===== src/rtl/shift_pkg.sv =====
// Shared opcodes, state encoding and decode helper
// for the ALU shift sequencer.
package shift_pkg;

  localparam logic [3:0] OP_SLL = 4'b0111;
  localparam logic [3:0] OP_SRL = 4'b1000;
  localparam logic [3:0] OP_SRA = 4'b1001;

  typedef enum logic [1:0] {
    IDLE  = 2'd0,
    SHIFT = 2'd1,
    DONE  = 2'd2
  } shift_state_e;

  function automatic logic is_shift_op(input logic [3:0] op);
    return (op == OP_SLL) || (op == OP_SRL) || (op == OP_SRA);
  endfunction

endpackage


===== src/rtl/shift_step.sv =====
// One-bit shift step: left, logical right,
// or arithmetic right with the current MSB as fill.
module shift_step #(
  parameter int WIDTH = 32
) (
  input  logic [WIDTH-1:0] acc,
  input  logic             i_left,
  input  logic             i_athi,
  output logic [WIDTH-1:0] acc_nxt
);

  always_comb begin
    acc_nxt = acc;
    unique case (1'b1)
      i_left:  acc_nxt = {acc[WIDTH-2:0], 1'b0};
      default: acc_nxt = {i_athi & acc[WIDTH-1], acc[WIDTH-1:1]};
    endcase
  end

endmodule


===== src/rtl/shift_seq.sv =====
// Multi-cycle shift sequencer: accepts one request,
// shifts one bit per cycle, holds the result until taken.
module shift_seq
  import shift_pkg::*;
#(
  parameter int WIDTH = 32,
  parameter int AMT_W = $clog2(WIDTH)
) (
  input  logic             i_clk,
  input  logic             i_rst,
  input  logic             i_valid,
  output logic             o_ready,
  input  logic [3:0]       i_oper,
  input  logic [WIDTH-1:0] i_opa,
  input  logic [WIDTH-1:0] i_opb,
  output logic             o_valid,
  input  logic             i_ready,
  output logic [WIDTH-1:0] o_result,
  output logic             o_illegal,
  output logic             o_busy
);

  shift_state_e     state_q;
  logic [WIDTH-1:0] acc;
  logic [WIDTH-1:0] acc_nxt;
  logic [AMT_W-1:0] cnt;
  logic [3:0]       op_q;
  logic             ill_q;
  logic             unused_opb;

  // Amounts wrap modulo WIDTH: upper operand bits are ignored.
  assign unused_opb = ^i_opb[WIDTH-1:AMT_W];

  shift_step #(
    .WIDTH(WIDTH)
  ) u_step (
    .acc    (acc),
    .i_left (op_q == OP_SLL),
    .i_athi (op_q == OP_SRA),
    .acc_nxt(acc_nxt)
  );

  always_ff @(posedge i_clk or posedge i_rst) begin
    if (i_rst) begin
      state_q <= IDLE;
      acc     <= '0;
      cnt     <= '0;
      op_q    <= '0;
      ill_q   <= 1'b0;
    end else begin
      unique case (state_q)
        IDLE: begin
          if (i_valid) begin
            acc     <= i_opa;
            op_q    <= i_oper;
            state_q <= SHIFT;
            if (is_shift_op(i_oper)) begin
              cnt   <= i_opb[AMT_W-1:0];
              ill_q <= 1'b0;
            end else begin
              cnt   <= '0;
              ill_q <= 1'b1;
            end
          end
        end
        SHIFT: begin
          if (cnt == '0) begin
            state_q <= DONE;
          end else begin
            acc <= acc_nxt;
            cnt <= cnt - AMT_W'(1);
          end
        end
        DONE: begin
          if (i_ready) state_q <= IDLE;
        end
        default: state_q <= IDLE;
      endcase
    end
  end

  assign o_ready   = (state_q == IDLE);
  assign o_valid   = (state_q == DONE);
  assign o_busy    = (state_q == SHIFT) || (state_q == DONE);
  assign o_result  = acc;
  assign o_illegal = ill_q;

endmodule

===== config.mk =====
export PLATFORM = sky130hd
export DESIGN_NAME = shift_seq
export DESIGN_NICKNAME = d
export VERILOG_FILES = /design/src/rtl/shift_pkg.sv /design/src/rtl/shift_step.sv /design/src/rtl/shift_seq.sv
export SDC_FILE = /design/constraint.sdc
export NUM_CORES = 1
export LEC_CHECK = 0
export ABC_AREA = 1
export CORE_ASPECT_RATIO = 1.2
export CORE_UTILIZATION = 48
export CTS_CLUSTER_DIAMETER = 30
export DETAILED_ROUTE_END_ITERATION = 16
export GPL_ROUTABILITY_DRIVEN = 0
export PLACE_DENSITY = 0.83
export SETUP_SLACK_MARGIN = 0.1
export SLEW_MARGIN = 20
export SYNTH_ARGS = -nofsm -noshare
export SYNTH_HDL_FRONTEND = slang
export SYNTH_SLANG_ARGS = --single-unit

===== constraint.sdc =====
create_clock -name i_clk -period 2.6 [get_ports i_clk]
set_input_delay 0.26 -clock i_clk [delete_from_list [all_inputs] [get_ports i_clk]]
set_output_delay 0.26 -clock i_clk [all_outputs]
set_load 0.02 [all_outputs]

==> run metrics <==
status=completed; CTS buffer count=5; share of cells above drive strength 1=5.75%; Routed Antenna Nets=0; power per standard cell area=1290 nW/µm²; Final period util=roughly 75%; Die Y=between 80 and 90 µm; Post-DP HPWL=approximately 5.0 mm; FILL cells=500; CTS clk-pin slew, worst paths=0.08 ns; Reg power frac=26.5%; syn nets=527; Post-Synthesis Cell Area=2880 µm²; worst hold path type=in2async; Tot GR Track Use=24.8%; final setup margin=0.651 ns; most frequent cells in the layout=nand2_1 (217), clkdlybuf4s50_1 (80), nand3_1 (71), inv_1 (50), dfrtp_1 (44); vias=3,047; Initial Util=around 50%; Netlist cell types=23; final hold vios=0; Place WS=between 0.6 and 0.7 ns; I/O pin cnt=approximately 110; Ys Warns=0; initial DRC count=between 200 and 250; # DRC=0; Fmax=0.513 GHz; grt total ovfl=0; Avg Synthesized Cell Area=6.42 µm²; clock tree buffer depth=2; ANT cells=0; area occupied by multi-input gates=1450 µm²; Clock power frac=just over 9%; internal power=about 2500 µW; Startpoint Class=flip-flop; CTS H-Tree Depth=2; Synth Register Bits=44; worst endpoint data arrival time=2.13 ns; Post-CTS Hold Buffers=0; pin count of the biggest net entering global routing=45; Max Cap Viol=0; DIE AREA=6320 µm²; clk sink count=44; Worst EP required=2.78 ns; Post-Syn Instances=~450; Comb pwr share=~64%; leakage power=0.00207 µW; RSZ-0062 raised after global routing=no; # setup viols final=0; floorplan row count=30; Total Nets Final=around 600; Core Area=5710 µm²; Final Max Tran Viols=0; Worst slew margin=61.6%; clock root buffer=clkbuf_8; WS Path Type=reg2reg; drt total wl=7.31 mm; most common cell after layout, fill and taps aside=nand2_1; PostCTS Resize Cnt=0; initial antenna violation count=0; CTS tree=done; Worst-Skew Late Latency=0.30 ns; slew of the pin with the lowest slew margin=0.575 ns; Layout Skew=0.00805 ns; vias per inst=5.06; Area Overhead vs Synth=32.7%; minimum clock period after layout=1.95 ns; number of global-route vias before repair=2,870; TNS Setup=0 ns; Worst VDD drop=0.723 mV; CP max FO=25; Setup Fix Bufs, Post-CTS=0; critical path capture point type=flip-flop; first drt pass iteration count=5; mean routed wirelength per cell=about 12 µm; first-pass GRT wire length=roughly 12 mm; Die Wd=72.7 µm; number of port buffers=80; Sw Ratio=49.7%; post-synthesis sequential area ratio=38.2%; Reg area=1100 µm²; switching power=roughly 2400 µW
==> kinds of logic (layout without fill, tap and decap cells) <==
family                   Yosys count  after routing  synth area share [%]
multiplexers                       1              1                 0.391
flip-flops                        44             44                  38.2
AND/OR/NAND/NOR                  309            309                  45.3
adder cells (fa/ha/maj)            6              6                  2.60
AO/OA/AOI/OAI                     12             12                  2.17
buffers and inverters             77            150                  11.4
==> final timing paths <==
kind                            start      endpoint  slack [ns]  depth (start not counted)
max                        state_q[1]  o_result[18]        0.65                          9
min                             i_rst   o_result[6]        0.42                          3
max reg2reg                state_q[1]  o_result[18]        0.65                          9
min reg2reg                    cnt[1]        cnt[1]        0.49                          2
max in group asynchronous       i_rst        cnt[2]        1.78                          3
min in group i_clk             cnt[1]        cnt[1]        0.49                          2
==> stage by stage <==
step                      utilization [%]  hold slack, ns  total power (µW)  area, µm²  std cells
final                                67.0           0.421              4920       3820        602
after global routing                 67.0           0.477              5340       3820        602
after CTS                            67.0           0.448              4930       3820        602
after detailed placement             65.5           0.465              4470       3730        594
after global placement               65.5           0.465              4370       3730        594
after floorplan                         -           0.411              3420       2880        449
==> state kept, by name, indices dropped and copies added (netlist names) <==
name / flops
o_result: 32
o_illegal: 1
cnt: 5
state_q: 2
op_q: 4
==> power by group through the flow <==
| stage | Sequential [µW] | Clock (µW) | Combinational, µW |
|---|---|---|---|
| 6_report | 1300 | 450 | 3160 |
| 5_1_grt | 1340 | 485 | 3520 |
| 4_1_cts | 1300 | 459 | 3170 |
| 3_5_place_dp | 1310 | 0 | 3160 |
| 3_3_place_gp | 1300 | 0 | 3070 |
| 2_1_floorplan | 1550 | 0 | 1870 |
==> layout make-up <==
class | instances | share of cell area (%)
Clock buffer | 8 | 2.36
Inverter | 53 | 5.20
Multi-Input combinational cell | 328 | 38.0
Sequential cell | 44 | 28.8
Tap cell | 80 | 2.62
Timing Repair Buffer | 89 | 23.0
==> per-layer routing <==
| layer | GRT usage (%) | vias to the layer above | share of wire (%) |
|---|---|---|---|
| met4 | 12.3 | 0 | 2.8 |
| met5 | 0 | - | 0 |
| met3 | 3.82 | 23 | 5.8 |
| met1 | 29.2 | 1391 | 39 |
| met2 | 43.7 | 119 | 52 |
| li1 | - | 1514 | - |
==> cells in the mapped netlist, drive strengths merged <==
master  count  area (µm²)
nand3b      1        7.51
or2         3        18.8
inv        53         199
dfrtp      44        1100
buf        21         118
mux2        1        11.3
o21bai      1        7.51
ha          6        75.1
nor2       11        61.3
nand2     219         827
o21ai      11        55.1
nand4       3        25.0
clkbuf      3        11.3
nand3      72         365
==> worst max-delay path, cell delays in order, from the launching register on <==
cell and delay, ns:
dfrtp_1 0.41, inv_1 0.13, ha_1 0.23, buf_4 0.22, inv_2 0.06, nand2_2 0.08, nand3_2 0.23, buf_4 0.32
nand2_1 0.09, nand2_1 0.06
(Power assumes the default switching activity.)
